<file path="config.mk">
export PLATFORM = sky130hd
export DESIGN_NAME = lif_injector
export DESIGN_NICKNAME = d
export VERILOG_FILES = /design/src/rtl/lif_injector.sv
export SDC_FILE = /design/constraint.sdc
export NUM_CORES = 1
export LEC_CHECK = 0
export ABC_AREA = 1
export BUFFER_PORTS_ARGS = -buffer_cell sky130_fd_sc_hd__clkbuf_2
export CAP_MARGIN = 5
export CORE_UTILIZATION = 59
export DETAILED_ROUTE_END_ITERATION = 12
export PLACE_DENSITY = 0.85
export SLEW_MARGIN = 20
export SYNTH_ARGS = -nofsm -noshare
export SYNTH_HDL_FRONTEND = slang
export SYNTH_SLANG_ARGS = --single-unit
</file>
<file path="constraint.sdc">
create_clock -name clk -period 4.8 [get_ports clk]
set_clock_uncertainty 0.15 [all_clocks]
set_input_delay 0.24 -clock clk [delete_from_list [all_inputs] [get_ports clk]]
set_output_delay 0.24 -clock clk [all_outputs]
set_load 0.01 [all_outputs]
</file>
<file path="src/rtl/lif_injector.sv">
`default_nettype none
// ============================================================================
//  Module      : lif_injector
//  Description : Injects particle codes into one boundary lane of a lattice
//                gas grid. A host command selects lane, direction and count;
//                particles are emitted one per slot, GAP idle cycles apart,
//                retrying while the target boundary cell is occupied.
//  Revision    : 1.0  initial release
// ============================================================================
module lif_injector #(
    parameter int LANES = 4,
    parameter int GAP   = 2
) (
    input  logic                 clk,
    input  logic                 rst_n,
    input  logic                 cmd_valid,
    output logic                 cmd_ready,
    input  logic [2:0]           cmd_lane,
    input  logic [1:0]           cmd_dir,
    input  logic [7:0]           cmd_count,
    input  logic                 cmd_abort,
    input  logic [LANES-1:0]     lane_occupied,
    output logic [4*LANES-1:0]   inj,
    output logic                 busy,
    output logic                 done,
    output logic [15:0]          total
);

    localparam int LW = (LANES > 1) ? $clog2(LANES) : 1;

    typedef enum logic [1:0] {
        S_IDLE   = 2'd0,
        S_INJECT = 2'd1,
        S_GAP    = 2'd2,
        S_DONE   = 2'd3
    } state_t;

    state_t             r_state;
    state_t             w_state_next;
    logic [LW-1:0]      r_lane;
    logic [3:0]         r_code;
    logic [7:0]         r_rem;
    logic [3:0]         r_gap;
    logic [4*LANES-1:0] r_inj;
    logic [15:0]        r_total;

    logic               w_accept;
    logic               w_fire;
    logic               w_abort;
    logic               w_cmd_bad;
    logic               w_lane_free;
    logic [4*LANES-1:0] w_inj_next;

    // A zero count or an out-of-range lane completes without injecting.
    assign w_cmd_bad   = (cmd_count == 8'd0) || ({1'b0, cmd_lane} >= 4'(LANES));
    assign w_lane_free = !lane_occupied[r_lane];

    // State register.
    always_ff @(posedge clk) begin
        if (!rst_n) begin
            r_state <= S_IDLE;
        end else begin
            r_state <= w_state_next;
        end
    end

    // Next-state and control strobes; abort outranks an unblocked injection.
    always_comb begin
        w_state_next = r_state;
        w_accept     = 1'b0;
        w_fire       = 1'b0;
        w_abort      = 1'b0;
        case (r_state)
            S_IDLE: begin
                if (cmd_valid) begin
                    w_accept     = 1'b1;
                    w_state_next = w_cmd_bad ? S_DONE : S_INJECT;
                end
            end
            S_INJECT: begin
                if (cmd_abort) begin
                    w_abort      = 1'b1;
                    w_state_next = S_IDLE;
                end else if (w_lane_free) begin
                    w_fire = 1'b1;
                    if (r_rem == 8'd1) begin
                        w_state_next = S_DONE;
                    end else if (GAP > 0) begin
                        w_state_next = S_GAP;
                    end else begin
                        w_state_next = S_INJECT;
                    end
                end
            end
            S_GAP: begin
                if (cmd_abort) begin
                    w_abort      = 1'b1;
                    w_state_next = S_IDLE;
                end else if (r_gap == 4'd1) begin
                    w_state_next = S_INJECT;
                end
            end
            S_DONE: begin
                w_state_next = S_IDLE;
            end
            default: begin
                w_state_next = S_IDLE;
            end
        endcase
    end

    // Place the latched code on the active lane only when a particle fires.
    always_comb begin
        w_inj_next = '0;
        for (int i = 0; i < LANES; i++) begin
            if (w_fire && (r_lane == LW'(i))) begin
                w_inj_next[4*i +: 4] = r_code;
            end
        end
    end

    // Command latch, particle/gap counters, output register and running total.
    always_ff @(posedge clk) begin
        if (!rst_n) begin
            r_lane  <= '0;
            r_code  <= '0;
            r_rem   <= '0;
            r_gap   <= '0;
            r_inj   <= '0;
            r_total <= '0;
        end else begin
            r_inj <= w_inj_next;
            if (w_accept) begin
                r_lane <= cmd_lane[LW-1:0];
                r_code <= 4'b0001 << cmd_dir;
                r_rem  <= cmd_count;
            end else if (w_abort) begin
                r_rem <= '0;
                r_gap <= '0;
            end else if (w_fire) begin
                r_rem <= r_rem - 8'd1;
                r_gap <= 4'(GAP);
                if (r_total != 16'hFFFF) begin
                    r_total <= r_total + 16'd1;
                end
            end else if (r_state == S_GAP) begin
                r_gap <= r_gap - 4'd1;
            end
        end
    end

    assign cmd_ready = (r_state == S_IDLE);
    assign busy      = (r_state == S_INJECT) || (r_state == S_GAP);
    assign done      = (r_state == S_DONE);
    assign inj       = r_inj;
    assign total     = r_total;

endmodule
`default_nettype wire
</file>
-- After elaboration in Yosys (flattened, before gate mapping)
Index checks and enable logic that the tools add are counted.
- register bits after elaboration: 52
- input port bits: 21
- logic and storage cells: 72
- add/sub/neg operators: 3
- magnitude comparators: 2
- eq/ne operators: 12
- shifts and indexed selects: 1
- muxes and demuxes: 23
- bitwise operators: 2
- reduce and logical (&&, ||, !) cells: 19
- operator list (cell ; number):
    $mux W8 ; 3
    $add A16 B1 Y16 const B ; 1
    $ne A16 B16 Y1 const B ; 1
    $mux W2 ; 6
    $mux W4 ; 3
    $reduce_and A2 Y1 ; 5
    $mux W1 ; 9
    $eq A2 B2 Y1 const B ; 4
    $eq A8 B1 Y1 const B ; 1
    $logic_not A8 Y1 ; 1
    $pmux W2 S4 ; 1
    $sub A8 B1 Y8 const B ; 1
    $ne A3 B3 Y1 const B ; 2
    $reduce_bool A3 Y1 ; 2
    $eq A2 B1 Y1 const B ; 2
    $eq A4 B1 Y1 const B ; 1
    $logic_and A1 B1 Y1 ; 4
    $logic_not A2 Y1 ; 2
    $reduce_and A4 Y1 ; 1
    $shl A1 B2 Y4 const A ; 1
    $sub A4 B1 Y4 const B ; 1
    $ge A3 B3 Y1 const B ; 1
    $lt A2 B3 Y1 const B ; 1
    $reduce_and A3 Y1 ; 1
    other kinds (5) ; 7

-- Logic depth before layout (Yosys ltp)
- depth after elaboration: 8
- gate-level depth with buffers: 10
- mapped depth without buffers: 10

-- Least setup slack after synthesis
OpenSTA, ideal clock, no wires.
- path kind: register to register
- start: reg r_state[0]
- end: reg r_total[13], in the netlist total[13]
- library setup time: 0.071 ns
- arrival: 1.590 ns
- slack: 2.989 ns
- cell stages (with the launch flop): 10
- buffers on the path: 0
- path through: dfxtp_1 inv_1 ha_1 nand2_1 nand2_2 inv_2 nand4_1 nor2_2 nand2_1 a21oi_1
- cells in the longest elaborated chain, start to end: 5
- elaborated cells between the ends (all ways): 10
- ends and longest elaborated chain (element ; line ; source):
    from (decl) ; 38 ; state_t r_state;
    from (signal assigned) ; 63 ; r_state <= w_state_next;
    $eq A2 B2 Y1 or $eq A2 B1 Y1 (tied branches) ; 73 ; case (r_state)
    $reduce_or A2 Y1 (no line) ; -- ;
    $mux W1 ; -- ;
    $not A1 Y1 (no line) ; -- ;
    $reduce_and A4 Y1 (no line) (*) ; -- ;
    to (signal assigned) ; 144 ; r_total <= r_total + 16'd1;
    to (decl) ; 45 ; logic [15:0] r_total;
Every way passes the cells marked *; elsewhere a longest branch is shown, timed or not.
A chain may end at the register's enable or synchronous reset.

-- Worst setup path in the final report
- start: reg r_state[0]
- end: reg r_total[14], in the netlist total[14]
The elaborated chain is that of the path after synthesis.

==> results.md <==
- CTS tree: yes
- Post_cts resized: 0
- Share of cells above drive strength 1: 18.7%
- Die ar.: 0.00484 mm²
- Iteration-0 DRC Markers: 148
- Die width: 69.6 µm
- Fin nets: around 470
- Clk root buf: clkbuf_8
- Mapped Cells: 383
- Net Count, Synth: 414
- CP startpoint: r_state[0]
- Syn avg cell area: 7.03 µm²
- Area leader, netlist: dfxtp_1
- Routed Wire Length: 5930 µm
- Type of the most critical hold path: in2reg
- Clock-pin slew of the registers on the worst-case setup and hold paths: ~0.1 ns
- Final setup viols: 0
- Startpoint Class: register
- Period utilisation layout: 46.8%
- Critical Path RT: 4.88 ns
- Count of final hold-check violations: 0
- Distinct cells, synth: 29
- RSZ-0062 raised after global routing: no
- Initial Util: 61.4%
- Clock latency on the worst-skew pair: 0.31 ns
- DP Cell Count: between 400 and 500
- Initial antenna violation count: 0
- P per Cell Area: between 400 and 500 mW/mm²
- GPL Wtd Cong: 0.882
- Post-synth top area share: between 30% and 40%
- Layout Cells excl Fill: 491
- Max-slew violation count: 0
- Final core occ: 70.2%
- Maxcap violations: 0
- Final setup TNS: 0 ns
- # DRC: 0
- Peak VDD IR: 0.385 mV
- Vias post-DR: 2696
- First-pass detailed-route iteration total: 5
- Antenna cells: 0
- ANT nets after route: 0
- Mapped Area: 0.00269 mm²
- Slew margin rel.: 33.1%
- CTS Sinks: 52
- First-pass GRT wire length: around 10000 µm
- Die height: just under 70 µm
- Pleak: 1.34 nW
- Top area cells in the synthesized netlist: dfxtp_1 (39%), nand2_1 (14%), nor2_1 (6.8%)
- Vias per cell: between 5 and 6
- Core Box Area: 0.00438 mm²
- WS Path Type: reg2reg
- Sequential element share of the synthesized area: 38.7%
- H-tree levels: 2
- Row count: 24
- Crit path cell chain: inv_1, ha_1, nand2_2, nand2_2, inv_2, nand4_1, nor2_2, nand2_1, a21oi_1
- DP HPWL: 4470 µm
- Crit path max fanout: 17
- Gr ovfl total: 0
- Largest net degree at the start of global routing: 33
- Post-CTS Setup Inserts: 0
- Fmax: 0.445 GHz
- Crit end category: register
- Seq cells post-synth: 52
- Crit-path max cell delay: roughly 0.37 ns
- Max Buffers Root-to-Sink: 2
- Port bufs: 55
- Total CTS buffers: 5
- Post-CTS Hold Buffers: 0
- Reg-to-reg startpoint: r_state[0]
- Worst EP arrival: around 2.3 ns
- Area delta synth->final: 14.3%
- Number of global-route vias before repair: 2339
- Yosys Warn Count: 0
- DR WL/cell: 12.1 µm
- Slowest CP cell: dfxtp_1
- Top-level I/O count: 56
- HP Start: cmd_lane[0]
- CP dominant cell by count: nand2_2
- GRT Total Usage: 25.4%
- Worst Tran Pin Value: 1.00 ns
- Hold_ws: between 0.06 and 0.07 ns
- Final min period: 2.25 ns
- Status: finished, final reports clean
==> registers in the layout, indices dropped and copies added (netlist names) <==
register	cells
r_lane	2
r_rem	8
r_gap	4
r_state	2
inj	16
r_code	4
total	16
==> final cells by class <==
type	instances	area [µm²]
inverters	39	146
clock inverters	3	25.0
multi-input cells	285	1460
fillers	389	1310
well taps	52	65.1
repair buffers	55	275
flip-flops and latches	52	1040
clock buffers	5	68.8
==> worst paths after layout <==
path         depth (start not counted)  slack [ns]        end
max                                  9        2.55  total[14]
min                                  3        0.06  r_lane[0]
max reg2reg                          9        2.55  total[14]
min reg2reg                          2        0.33   r_rem[3]
==> worst max-delay path, delay by kind of cell, from the launching register on <==
family                   cells  cell delay (ns)
buffers and inverters        2             0.29
adder cells (fa/ha/maj)      1             0.25
flip-flops                   1             0.37
AO/OA/AOI/OAI                1             0.12
AND/OR/NAND/NOR              5             0.99
==> cells in the final DEF (no fill, tap or decap) <==
master,n
nand2_1,102
clkbuf_2,55
dfxtp_1,52
nor2_1,49
inv_1,36
a21oi_1,35
nand3_1,26
nand4_1,12
ha_1,10
xor2_1,8
o21ai_0,7
nand2_2,5
nand3_2,5
clkbuf_8,5
nor2_2,4
a211oi_1,4
nand3b_1,4
inv_2,3
xnor2_1,3
o22ai_1,2
nor3_1,2
inv_6,2
nand3_4,1
and2_1,1
or3_1,1
nor2_4,1
o21bai_1,1
a31oi_1,1
o2bb2ai_1,1
clkinvlp_4,1
==> where the power goes <==
group,switching [mW],internal (mW),leakage (nW)
clock network,0.154,0.107,0.0452
registers,0.0508,0.491,0.422
logic,0.355,0.191,0.871
==> cell families after synthesis <==
kind of cell / after synthesis / share of synthesized area (%)
fa+ha+maj: 10 / 4.65
flops: 52 / 38.7
xor+xnor: 11 / 3.58
buf+inv: 46 / 7.25
compound gates: 51 / 10.2
simple gates: 213 / 35.6
==> cell usage after synthesis, drive strengths merged <==
cell type,n
nor3,2
dfxtp,52
xor2,8
nor2,54
a31oi,1
nand3b,4
nand2,107
clkbuf,3
buf,4
or3,1
xnor2,3
o2bb2ai,1
nand4,12
a211oi,4
o21bai,1
and2,1
nand3,32
o22ai,2
inv,39
a21oi,35
ha,10
o21ai,7
==> layer usage <==
| metal | vias up | wire length [µm] | track usage [%] | part of all wire (%) |
|---|---|---|---|---|
| li1 | 1353 | - | - | - |
| met1 | 1226 | 2630 | 31.9 | 44 |
| met2 | 104 | 2830 | 42.1 | 48 |
| met3 | 13 | 363 | 5.38 | 6.1 |
| met4 | 0 | 112 | 10.9 | 1.9 |
| met5 | - | 0 | 0 | 0 |
==> stage by stage <==
| stage | power (mW) | worst slack [ns] | cell area, µm² |
|---|---|---|---|
| after floorplan | 0.962 | 2.99 | 2690 |
| after global placement | 1.07 | 2.69 | 2980 |
| after detailed placement | 1.09 | 2.61 | 2980 |
| after CTS | 1.35 | 2.58 | 3080 |
| after global routing | 1.45 | 2.30 | 3080 |
| final | 1.35 | 2.55 | 3080 |
Power figures use the tool's default switching activity.
